[src/rtl/div241_pkg.sv]
// rtl/div241_pkg.sv - shared widths, divisor constant and S2 payload type for the divide-by-241 scheduler
package div241_pkg;

  localparam int DIV_X_W  = 36;
  localparam int DIV_Q_W  = 29;
  localparam int DIV_R_W  = 8;
  localparam int DIVISOR  = 241;

  // Widest requester ID the scheduler supports (NUM_REQ up to 8).
  localparam int ID_MAX_W = 3;

  typedef struct packed {
    logic [DIV_Q_W-1:0]  q;
    logic [DIV_R_W-1:0]  r;
    logic [ID_MAX_W-1:0] id;
  } s2_payload_t;

  function automatic int id_width(input int n);
    return (n <= 2) ? 1 : $clog2(n);
  endfunction

endpackage

[src/rtl/div_36_241.sv]
// rtl/div_36_241.sv - combinational 36-bit divide by constant 241
module div_36_241 (
  input  logic [35:0] x,
  output logic [28:0] q,
  output logic [7:0]  r
);

  // floor((2^36-1)/241) fits in 29 bits and the remainder is below 241, so the casts drop only zeros.
  assign q = 29'(x / 36'd241);
  assign r = 8'(x % 36'd241);

endmodule

[src/rtl/rr_arbiter.sv]
// rtl/rr_arbiter.sv - round-robin grant search starting one past the last winner
module rr_arbiter
  import div241_pkg::*;
#(
  parameter int NUM_REQ = 4,
  parameter int ID_W    = 2
) (
  input  logic [NUM_REQ-1:0] req,
  input  logic [ID_W-1:0]    ptr,
  input  logic               enable,
  output logic [NUM_REQ-1:0] grant,
  output logic [ID_W-1:0]    grant_idx,
  output logic               grant_any
);

  logic [ID_W-1:0] cand;

  // The last-served requester is visited last, which gives strict rotation under full load.
  always_comb begin
    grant     = '0;
    grant_idx = '0;
    grant_any = 1'b0;
    cand      = '0;
    for (int k = 1; k <= NUM_REQ; k++) begin
      cand = ID_W'((int'(ptr) + k) % NUM_REQ);
      if (enable && !grant_any && req[cand]) begin
        grant_any   = 1'b1;
        grant[cand] = 1'b1;
        grant_idx   = cand;
      end
    end
  end

endmodule

[src/rtl/div241_rr_sched.sv]
// rtl/div241_rr_sched.sv - round-robin sharing of one divide-by-241 datapath with a two-stage backpressured pipeline
module div241_rr_sched
  import div241_pkg::*;
#(
  parameter int NUM_REQ = 4,
  parameter int ID_W    = 2,
  parameter int CNT_W   = 16
) (
  input  logic                       clk,
  input  logic                       rst_n,
  input  logic [NUM_REQ-1:0]         req_valid,
  output logic [NUM_REQ-1:0]         req_ready,
  input  logic [NUM_REQ*DIV_X_W-1:0] req_x,
  output logic                       out_valid,
  input  logic                       out_ready,
  output logic [DIV_Q_W-1:0]         out_q,
  output logic [DIV_R_W-1:0]         out_r,
  output logic [ID_W-1:0]            out_id,
  output logic                       busy,
  output logic [CNT_W-1:0]           done_cnt
);

  logic [ID_W-1:0]    ptr;
  logic [NUM_REQ-1:0] grant;
  logic [ID_W-1:0]    grant_idx;
  logic               grant_any;

  logic               s1_valid;
  logic [DIV_X_W-1:0] s1_x;
  logic [ID_W-1:0]    s1_id;
  logic [DIV_X_W-1:0] sel_x;

  logic [DIV_Q_W-1:0] div_q;
  logic [DIV_R_W-1:0] div_r;
  s2_payload_t        s2;

  logic s2_adv;
  logic s1_free;
  logic out_fire;

  assign s2_adv   = s1_valid & (~out_valid | out_ready);
  assign s1_free  = ~s1_valid | s2_adv;
  assign out_fire = out_valid & out_ready;

  rr_arbiter #(
    .NUM_REQ (NUM_REQ),
    .ID_W    (ID_W)
  ) u_arb (
    .req       (req_valid),
    .ptr       (ptr),
    .enable    (s1_free),
    .grant     (grant),
    .grant_idx (grant_idx),
    .grant_any (grant_any)
  );

  // A grant is only ever raised on an asserted request, so grant_any marks a transfer.
  assign req_ready = grant;

  always_comb begin
    sel_x = '0;
    for (int i = 0; i < NUM_REQ; i++) begin
      if (grant[i]) sel_x = sel_x | req_x[DIV_X_W*i +: DIV_X_W];
    end
  end

  always_ff @(posedge clk or negedge rst_n) begin
    if (!rst_n) begin
      ptr      <= ID_W'(NUM_REQ - 1);
      s1_valid <= 1'b0;
      s1_x     <= '0;
      s1_id    <= '0;
    end else begin
      if (grant_any) begin
        ptr      <= grant_idx;
        s1_valid <= 1'b1;
        s1_x     <= sel_x;
        s1_id    <= grant_idx;
      end else if (s2_adv) begin
        s1_valid <= 1'b0;
      end
    end
  end

  div_36_241 u_div (
    .x (s1_x),
    .q (div_q),
    .r (div_r)
  );

  // A reload in the same cycle as a consume keeps out_valid high with the new result.
  always_ff @(posedge clk or negedge rst_n) begin
    if (!rst_n) begin
      out_valid <= 1'b0;
      s2        <= '0;
    end else begin
      if (s2_adv) begin
        out_valid <= 1'b1;
        s2.q      <= div_q;
        s2.r      <= div_r;
        s2.id     <= ID_MAX_W'(s1_id);
      end else if (out_fire) begin
        out_valid <= 1'b0;
      end
    end
  end

  always_ff @(posedge clk or negedge rst_n) begin
    if (!rst_n) begin
      done_cnt <= '0;
    end else if (out_fire) begin
      done_cnt <= done_cnt + CNT_W'(1);
    end
  end

  assign out_q  = s2.q;
  assign out_r  = s2.r;
  assign out_id = ID_W'(s2.id);
  assign busy   = s1_valid | out_valid;

endmodule

[config.mk]
export PLATFORM = sky130hd
export DESIGN_NAME = div241_rr_sched
export DESIGN_NICKNAME = d
export VERILOG_FILES = /design/src/rtl/div241_pkg.sv /design/src/rtl/div_36_241.sv /design/src/rtl/rr_arbiter.sv /design/src/rtl/div241_rr_sched.sv
export SDC_FILE = /design/constraint.sdc
export NUM_CORES = 1
export LEC_CHECK = 0
export ABC_AREA = 1
export BUFFER_PORTS_ARGS = -buffer_cell sky130_fd_sc_hd__buf_2
export CORE_AREA = 2 2 157 190
export DETAILED_ROUTE_END_ITERATION = 16
export DIE_AREA = 0 0 159 192
export GPL_TIMING_DRIVEN = 0
export PLACE_DENSITY_LB_ADDON = 0.2
export SLEW_MARGIN = 20
export SYNTH_ARGS = -nofsm -noshare
export SYNTH_HDL_FRONTEND = slang
export SYNTH_HIERARCHICAL = 1
export SYNTH_SLANG_ARGS = --single-unit
[constraint.sdc]
create_clock -name clk -period 20.9 [get_ports clk]
set_input_delay 5.225 -clock clk [delete_from_list [all_inputs] [get_ports clk]]
set_output_delay 5.225 -clock clk [all_outputs]
set_load 0.1 [all_outputs]
==> metrics.md <==
| Metric | Value |
|---|---|
| YS warnings | 6 |
| Fmax | 0.0547 GHz |
| WP buf/inv | 11 |
| Most frequent cells in the layout | nand2_1 (571), buf_2 (229), nand2_2 (192) |
| Worst-path clk slew | 80 ps |
| FF-to-FF setup slack | 2630 ps |
| Fin crit period | 18270 ps |
| Cells after Synth | 2212 |
| MaxCap Viol Count | 0 |
| RSZ-0062 raised after global routing | no |
| Fin crit share | 0.874 |
| GRT overflow | 0 |
| Critical Path RT | 21160 ps |
| CP endpoint kind | flop |
| Post CTS Setup Buffer Count | 0 |
| Most frequent CP cell | nand2_4 |
| WL/cell | 14.5 µm |
| Syn_nets | 2375 |
| Worst min path class | reg -> reg |
| Hpwl dp | 33.3 mm |
| Io pins | 212 |
| Setup TNS Final | 0 ps |
| CP max-delay cell | dfrtp_1 |
| Core area | 0.0286 mm² |
| FF+latch count, synth | 97 |
| Multi-input logic area | 0.0118 mm² |
| Delay of the slowest critical-path stage | 450 ps |
| Area grow syn2layout | 12.0% |
| Ys async rst share | 1.00 |
| Final ANT Viol Nets | 0 |
| Sequential share of the synthesized area | 0.156 |
| Root Buffer | clkbuf_16 |
| Pin count of the biggest net entering global routing | 76 |
| Fillers | 2724 |
| Initial Util | 0.544 |
| CP startpoint kind | flop |
| Final setup viols | 0 |
| Clock skew | 11.2 ps |
| Area leader, netlist | dfrtp_1 |
| CP Class | reg -> reg |
| Die Span Y | 192 µm |
| Post-Route Utilization | 0.609 |
| Initial antenna violation count | 0 |
| Worst Tran Pin Value | 777 ps |
| CTS buffer count | 9 |
| First-pass GRT wire length | 67.6 mm |
| Violation count after the first detailed-route iteration | 772 |
| Cell Area, Placed | 0.0171 mm² |
| GPL Wtd Cong | 0.914 |
| Post-layout instance area | 0.0174 mm² |
| DR pass1 iterations | 5 |
| Share of cells above drive strength 1 | 0.394 |
| CTS tree | done |
| # clock sinks | 97 |
| EDFF count, synth | 0 |
| Avg Vias per Cell | 5.29 |
| Hold buffer count at CTS | 0 |
| Via count | 14941 |
| Post-synthesis cell area | 0.0156 mm² |
| Die width | 159 µm |
| DRC Markers | 0 |
| Commonest non-fill, non-tap cell in the layout | nand2_1 |
| Clk Latency, worst-skew pair | 370 ps |
| CTS-repair resized insts | 0 |
| Fin. max-slew vios | 0 |
| Storage cell area | 0.00243 mm² |
| CTS H-tree lvls | 3 |
| Routed Wire Length | 41.0 mm |
| Hold Fails Final Rpt | 0 |
| Core Rows | 68 |
| Cell family with most CP delay | simple AND/OR/NAND/NOR gates |
| Arrival @ worst endpoint | 18530 ps |
| Status | finished, final reports clean |
| Synth cell types | 62 |
| DIE AREA | 0.0305 mm² |
| Clk buf depth | 2 |
| GRT Util Overall | 0.268 |
| Vias in the first global route | 14323 |
| Dominant cells by area after synthesis | dfrtp_1 (15%), nand2_1 (14%), nand2_4 (11%) |
| Avg Cell Area, Syn | 7.03 µm² |
| Port Buffers | 211 |
| Most used DFF post-synth | dfrtp_1 |
| Post-synth top area share | 0.153 |
| CP Max Fanout | 10 |
| Max-slew headroom | 0.482 |
| Nets | 2598 |
flip-flops by register name, indices dropped and copies added (netlist names), 2 cells and up:
signal    flops
out_q        29
out_r         8
done_cnt     16
s1_x         36
s1_id         2
ptr           2
out_id        2
worst register-to-register path, delay by kind of cell, from the launching register on:
kind                     cells  cell delay, ps
AO/OA/AOI/OAI                4             850
XOR/XNOR                     2             520
adder cells (fa/ha/maj)      1             270
buffers and inverters       11            1070
flip-flops                   1             450
AND/OR/NAND/NOR            133           15080
final timing paths:
| check | start | to | cells past startpoint |
|---|---|---|---|
| min in group asynchronous | rst_n | s1_x[1]$_DFFE_PN0P_ | 1 |
| max reg2reg | s1_x[28]$_DFFE_PN0P_ | out_r[6]$_DFFE_PN0P_ | 151 |
| max | s1_x[28]$_DFFE_PN0P_ | out_r[6]$_DFFE_PN0P_ | 151 |
| min | out_q[15]$_DFFE_PN0P_ | out_q[15]$_DFFE_PN0P_ | 2 |
| max in group asynchronous | rst_n | ptr[0]$_DFFE_PN1P_ | 2 |
| min reg2reg | out_q[15]$_DFFE_PN0P_ | out_q[15]$_DFFE_PN0P_ | 2 |
logic make-up after synthesis:
group	count (synthesis)	synth area share
AOI/OAI and AO/OA	208	0.0912
xor gates and xnor gates	67	0.0411
adders and majority gates	12	0.00965
buffers and inverters	316	0.0859
DFF	97	0.156
muxes	1	0.000724
and+or+nand+nor	1511	0.615
synth_stat cells (7+ instances only):
cell	instances
nand2_1	571
nand2_2	192
inv_1	190
nand3_1	178
nand2_4	155
nor2_1	128
dfrtp_1	95
nand3_2	63
inv_2	54
a21oi_1	53
xor2_1	47
nor2_4	46
nand4_1	45
nor2_2	43
o21ai_1	37
a41oi_1	36
nand2_8	25
o21ai_2	25
o21ai_0	24
buf_2	19
inv_4	16
nand3_4	16
xnor2_1	16
clkinv_2	13
ha_1	12
nor2_8	11
nor3_1	9
clkbuf_1	8
nand3b_1	8
a21oi_2	7
routing by layer:
layer  global-route usage  share of wire  vias to the layer above
li1                     -              -                     7572
met1                0.326           0.43                     6903
met2                0.490           0.50                      398
met3               0.0242          0.037                       68
met4                0.100          0.030                        0
met5                    0              0                        -
per-stage QoR:
step	setup slack [ps]	std cells	hold slack, ps
6_report	2630	2826	478
5_1_grt	881	2825	491
4_1_cts	2630	2825	482
3_5_place_dp	2740	2809	460
3_3_place_gp	3060	2808	458
2_1_floorplan	4930	2212	483
cell type report:
class                      instances  area share
clock inverter                     7     0.00417
inverter                         281      0.0653
multi-input combinational       1799       0.676
antenna                            1    0.000144
buffer                            35      0.0113
timing repair buffer             212      0.0625
tap                              385      0.0276
clock buffer                       9      0.0129
sequential                        97       0.139
Power is not shown: default switching activity piles up to over one toggle a cycle in this logic, so the estimate is an artifact.
